==> src/rtl/dcmac_0_axis_pkt_cnt_ext.sv <==
// Upper-half extension for the DCMAC AXIS per-channel packet/byte statistics counters.
// Counts low-block carries, snapshots on delayed clear edges, and serves a 2-stage read port.
module dcmac_0_axis_pkt_cnt_ext #(
  parameter int unsigned NCH     = 6,
  parameter int unsigned HI_W    = 32,
  parameter int unsigned CLR_DLY = 4
) (
  input  logic                     clk,
  input  logic                     rst,
  input  logic [NCH-1:0]           i_clear_counters,
  input  logic [2:0]               i_carry_id_m1,
  input  logic                     i_byte_cnt_carry,
  input  logic                     i_pkt_cnt_carry,
  input  logic [NCH-1:0][31:0]     i_lo_byte_cnt,
  input  logic [NCH-1:0][31:0]     i_lo_pkt_cnt,
  input  logic                     i_rd_req,
  input  logic [2:0]               i_rd_id,
  output logic                     o_rd_vld,
  output logic                     o_rd_err,
  output logic [32+HI_W-1:0]       o_rd_byte_cnt,
  output logic [32+HI_W-1:0]       o_rd_pkt_cnt,
  output logic [NCH-1:0]           o_ovf
);

  logic [NCH-1:0]              clr_prev_q;
  logic [CLR_DLY-1:0][NCH-1:0] clr_dly_q;
  logic [NCH-1:0]              clr_edge;
  logic [NCH-1:0]              clr_eff;
  logic [NCH-1:0]              byte_inc;
  logic [NCH-1:0]              pkt_inc;

  logic [NCH-1:0][HI_W-1:0] byte_run_q, byte_run_d;
  logic [NCH-1:0][HI_W-1:0] pkt_run_q, pkt_run_d;
  logic [NCH-1:0][HI_W-1:0] byte_snap_q, byte_snap_d;
  logic [NCH-1:0][HI_W-1:0] pkt_snap_q, pkt_snap_d;
  logic [NCH-1:0]           ovf_q, ovf_d;

  logic                rd_vld1_q;
  logic [2:0]          rd_id1_q;
  logic                rd_err_d;
  logic [32+HI_W-1:0]  rd_byte_d;
  logic [32+HI_W-1:0]  rd_pkt_d;
  logic                rd_vld_q;
  logic                rd_err_q;
  logic [32+HI_W-1:0]  rd_byte_q;
  logic [32+HI_W-1:0]  rd_pkt_q;

  always_comb begin
    clr_edge = i_clear_counters & ~clr_prev_q;
    clr_eff  = clr_dly_q[CLR_DLY-1];
    // Ids at or above NCH never match a channel, so they are dropped here.
    for (int ch = 0; ch < int'(NCH); ch++) begin
      byte_inc[ch] = i_byte_cnt_carry && (i_carry_id_m1 == 3'(ch));
      pkt_inc[ch]  = i_pkt_cnt_carry && (i_carry_id_m1 == 3'(ch));
    end
  end

  always_comb begin
    byte_run_d  = byte_run_q;
    pkt_run_d   = pkt_run_q;
    byte_snap_d = byte_snap_q;
    pkt_snap_d  = pkt_snap_q;
    ovf_d       = ovf_q;
    for (int ch = 0; ch < int'(NCH); ch++) begin
      if (clr_eff[ch]) begin
        // A coincident carry opens the new interval and never raises overflow.
        byte_snap_d[ch] = byte_run_q[ch];
        pkt_snap_d[ch]  = pkt_run_q[ch];
        byte_run_d[ch]  = HI_W'(byte_inc[ch]);
        pkt_run_d[ch]   = HI_W'(pkt_inc[ch]);
        ovf_d[ch]       = 1'b0;
      end else begin
        if (byte_inc[ch]) begin
          byte_run_d[ch] = byte_run_q[ch] + HI_W'(1);
          if (&byte_run_q[ch]) ovf_d[ch] = 1'b1;
        end
        if (pkt_inc[ch]) begin
          pkt_run_d[ch] = pkt_run_q[ch] + HI_W'(1);
          if (&pkt_run_q[ch]) ovf_d[ch] = 1'b1;
        end
      end
    end
  end

  // Stage 2 reads the post-update snapshot so a same-cycle clear is visible.
  always_comb begin
    rd_err_d  = 1'b1;
    rd_byte_d = '0;
    rd_pkt_d  = '0;
    for (int ch = 0; ch < int'(NCH); ch++) begin
      if (rd_id1_q == 3'(ch)) begin
        rd_err_d  = 1'b0;
        rd_byte_d = {byte_snap_d[ch], i_lo_byte_cnt[ch]};
        rd_pkt_d  = {pkt_snap_d[ch], i_lo_pkt_cnt[ch]};
      end
    end
  end

  always_ff @(posedge clk) begin
    if (rst) begin
      clr_prev_q  <= '0;
      clr_dly_q   <= '0;
      byte_run_q  <= '0;
      pkt_run_q   <= '0;
      byte_snap_q <= '0;
      pkt_snap_q  <= '0;
      ovf_q       <= '0;
      rd_vld1_q   <= 1'b0;
      rd_id1_q    <= '0;
      rd_vld_q    <= 1'b0;
      rd_err_q    <= 1'b0;
      rd_byte_q   <= '0;
      rd_pkt_q    <= '0;
    end else begin
      clr_prev_q   <= i_clear_counters;
      clr_dly_q[0] <= clr_edge;
      for (int i = 1; i < int'(CLR_DLY); i++) begin
        clr_dly_q[i] <= clr_dly_q[i-1];
      end
      byte_run_q  <= byte_run_d;
      pkt_run_q   <= pkt_run_d;
      byte_snap_q <= byte_snap_d;
      pkt_snap_q  <= pkt_snap_d;
      ovf_q       <= ovf_d;
      rd_vld1_q   <= i_rd_req;
      rd_id1_q    <= i_rd_id;
      rd_vld_q    <= rd_vld1_q;
      rd_err_q    <= rd_vld1_q & rd_err_d;
      if (rd_vld1_q) begin
        rd_byte_q <= rd_byte_d;
        rd_pkt_q  <= rd_pkt_d;
      end
    end
  end

  assign o_rd_vld      = rd_vld_q;
  assign o_rd_err      = rd_err_q;
  assign o_rd_byte_cnt = rd_byte_q;
  assign o_rd_pkt_cnt  = rd_pkt_q;
  assign o_ovf         = ovf_q;

endmodule

==> config.mk <==
export PLATFORM = sky130hd
export DESIGN_NAME = dcmac_0_axis_pkt_cnt_ext
export DESIGN_NICKNAME = d
export VERILOG_FILES = /design/src/rtl/dcmac_0_axis_pkt_cnt_ext.sv
export SDC_FILE = /design/constraint.sdc
export NUM_CORES = 2
export LEC_CHECK = 0
export CORE_MARGIN = 1.5
export CORE_UTILIZATION = 35
export DETAILED_ROUTE_END_ITERATION = 10
export GPL_TIMING_DRIVEN = 0
export MAX_ROUTING_LAYER = met4
export PLACE_DENSITY = 0.51
export SYNTH_ARGS = -nofsm -noshare
export SYNTH_HDL_FRONTEND = slang
export SYNTH_SLANG_ARGS = --single-unit
==> constraint.sdc <==
create_clock -name clk -period 2.8 [get_ports clk]
set_input_delay 0.28 -clock clk [delete_from_list [all_inputs] [get_ports clk]]
set_output_delay 0.28 -clock clk [all_outputs]
set_load 0.1 [all_outputs]
==> key figures <==
Timing
  – Actual slew at the worst max-slew pin: 1.44 ns
  – Hold_ws: 0.188 ns
  – Final Skew: 0.0232 ns
  – Worst Slack Setup Final: -0.00269 ns
  – Setup tns final: -0.00269 ns
  – Max_slew headroom: 3.52%
  – Endpoints failing setup: 1
  – Crit path time final: 2.80 ns
  – Final Hold Fails: 0
  – Slew Viols, Final: 0
  – Post-route clock period utilization: 100%
  – Max Fclk: 357 MHz

Finish
  – Register Area: 18800 um^2
  – P&R area growth vs syn: 26.8%
  – Share of post-route cells with drive strength above 1: 8.21%
  – Filler Cells Inserted: 11500
  – Final instance area: 53100 um^2
  – Multi-input gate area: 21700 um^2
  – Final Util: 44.8%
  – # nets final: 5563

Synthesis
  – Post-synthesis net count: 4925
  – Area share of the leading cell type in the synthesized netlist: 44.8%
  – Count leader, synth: nor2_1
  – Post-synth ARST share: 0%
  – Synth top area cells: dfxtp_1, mux2i_1, nor2_1
  – Number of synthesized register bits: 938
  – Synth Instances: 4512
  – Post-Syn Area: 41900 um^2
  – Post-synth cell types: 56
  – Register area share after synthesis: 44.8%
  – Area leader, netlist: dfxtp_1
  – Syn avg cell area: 9.28 um^2
  – Synth cell count leaders: nor2_1, dfxtp_1, mux2i_1
  – Post-synth EDFFs: 0
  – Synth warn: 0
  – Dominant synthesized flop cell: dfxtp_1

Job
  – Max Cap Viol: 0

Setup path
  – Critical path class: reg2out
  – Crit. End Element: output port
  – Max stage delay on crit path: 1.24 ns
  – CP Launch Type: flip-flop
  – Crit-path leading delay family: buffers and inverters
  – WP data required: 2.52 ns
  – Crit path buf inv count: 1
  – Crit path launch: o_rd_byte_cnt[2]$_SDFFE_PP0P_
  – Worst reg2reg startpoint: rd_id1_q[1]$_SDFF_PP0_
  – Levels on crit path: 1
  – WP data arrival: 2.52 ns
  – R2r setup slk: 0.03 ns
  – Worst-path fanout max: 2
  – R2R cell count: 6
  – Critical path, cell by cell: clkdlybuf4s50_1
  – Slowest cell on crit path: clkdlybuf4s50_1
  – Reg-to-Reg End: o_rd_byte_cnt[34]$_SDFFE_PP0P_

Worst hold path
  – Hold Path Depth: 2
  – WHS Endpoint: clr_prev_q[5]$_SDFF_PP0_
  – Hold Crit Start: i_clear_counters[5]
  – Hold Crit Class: in2reg

Pwr
  – PD cells: 599 nW/um^2
  – VDD IR max: 0.457 mV
  – Total Power: 31.8 mW
  – P_leak: 17.6 nW

CTS
  – CTS root buffer: clkbuf_16
  – CTS Sinks: 938
  – Worst skew pair latency: 0.68 ns
  – # hold bufs at CTS: 0
  – CTS clk-pin slew, worst paths: 0.06 ns
  – TritonCTS clock tree: done
  – CTS H-tree lvls: 3
  – Max clock buf depth: 3
  – Cts bufs inserted: 104

GRT
  – Initial antenna violation count: 16
  – Vias in the first global route: 33200
  – GRT Util Overall: 26.7%
  – GRT overflow: 0
  – Global-route wire length before repair: 233000 um
  – Pin count of the biggest net entering global routing: 20

Drt
  – Initial DRT Pass Iterations: 5
  – Vias per inst: 5.21
  – Post-route ant nets: 0
  – DRT iter0 DRCs: 3131
  – Final wirelength: 164000 um
  – Remaining DRCs: 0
  – WL met2: 67300 um
  – Top sig layer: met4
  – Routed vias: 35700
  – Routed wire length on met3: 13100 um
  – M1 WL: 80300 um
  – Wire length per cell: 23.9 um

Floorplanning
  – Die Y: 349 um
  – Die width: 349 um
  – Total die area: 122000 um^2
  – Std cell rows: 126
  – Initial Util: 35.4%
  – Core Area: 118000 um^2
  – # IOs: 537

Placement
  – Placed Area: 49200 um^2
  – Routability Congestion: 0.962
  – Dpl hpwl: 132000 um
  – # port buffers: 536

Run status
  – Status: finished, violations left
  – Violations in the final reports: setup timing
-- per-stage QoR --
step / instances / worst slack (ns)
floorplan: 4512 / 0.808
global placement: 6648 / -2.00
detailed placement: 6648 / -1.40
CTS: 6837 / 0.00452
global route: 6844 / -0.00511
finish: 6850 / -0.00269
-- state kept, by name (all words and copies together), names as in the netlist --
signal	cells
byte_snap_q	192
o_rd_err	1
clr_prev_q	6
clr_dly_q	18
pkt_run_q	192
pkt_snap_q	192
rd_id1_q	3
o_rd_byte_cnt	64
o_rd_vld	1
rd_vld1_q	1
clr_eff	6
o_rd_pkt_cnt	64
o_ovf	6
byte_run_q	192
-- cells in the final DEF, fill, tap and decap left out, types with 102 or more instances in the layout --
cell type,instances
dfxtp_1,936
nor2_1,971
clkbuf_16,105
clkdlybuf4s50_1,531
o21ai_0,102
mux4_2,111
nand4_1,114
xor2_1,131
clkbuf_1,203
nor2b_1,111
xnor2_1,172
nand3_1,132
nor3_1,125
mux2i_1,450
nand2_1,180
-- final cells by class --
class / count / area share [%]
flip-flops and latches: 938 / 35.4
repair buffers: 540 / 10.2
clock inverters: 46 / 1.29
plain buffers: 300 / 2.39
well taps: 1600 / 3.77
multi-input cells: 3218 / 40.9
diodes: 14 / 0.0660
clock buffers: 146 / 5.69
inverters: 48 / 0.339
-- cell families after synthesis --
kind of cell / share of synthesized area, %
AO/OA/AOI/OAI: 5.58
XOR/XNOR: 6.34
adder cells (fa/ha/maj): 0.359
buffers and inverters: 3.39
flip-flops: 44.8
multiplexers: 16.8
AND/OR/NAND/NOR: 22.6
-- timing repair --
action | CTS | global route
hold endpoints to repair | 0 | 0
pin swaps | 1 | 0
gates cloned | 0 | 0
gates resized for setup | 33 | 31
endpoints found under the setup margin | 238 | 112
setup buffers | 3 | 0
-- worst max path at each step --
stage / slack (ns) / endpoint
6_report: -0.003 / o_rd_byte_cnt[2]
5_1_grt: -0.005 / o_rd_byte_cnt[49]$_SDFFE_PP0P_
4_1_cts: 0.005 / byte_run_q[61]$_SDFFE_PP0P_
3_5_place_dp: -1.40 / pkt_snap_q[95]$_SDFF_PP0_
3_3_place_gp: -2.00 / pkt_run_q[64]$_SDFFE_PP0P_
2_1_floorplan: 0.81 / o_rd_byte_cnt[0]$_SDFFE_PP0P_
-- routing by layer --
metal / global-route usage (%) / vias up
li1: - / 17100
met2: 36.8 / 1089
met1: 39.0 / 17300
met4: 5.73 / 0
met3: 6.62 / 167
met5: - / -
-- report_power, final --
group	switching, mW	total (mW)	internal [mW]
logic	2.15	3.34	1.19
clock network	5.85	14.8	9.00
registers	0.132	13.6	13.5
Note: power is estimated with default switching activity, not from simulation.
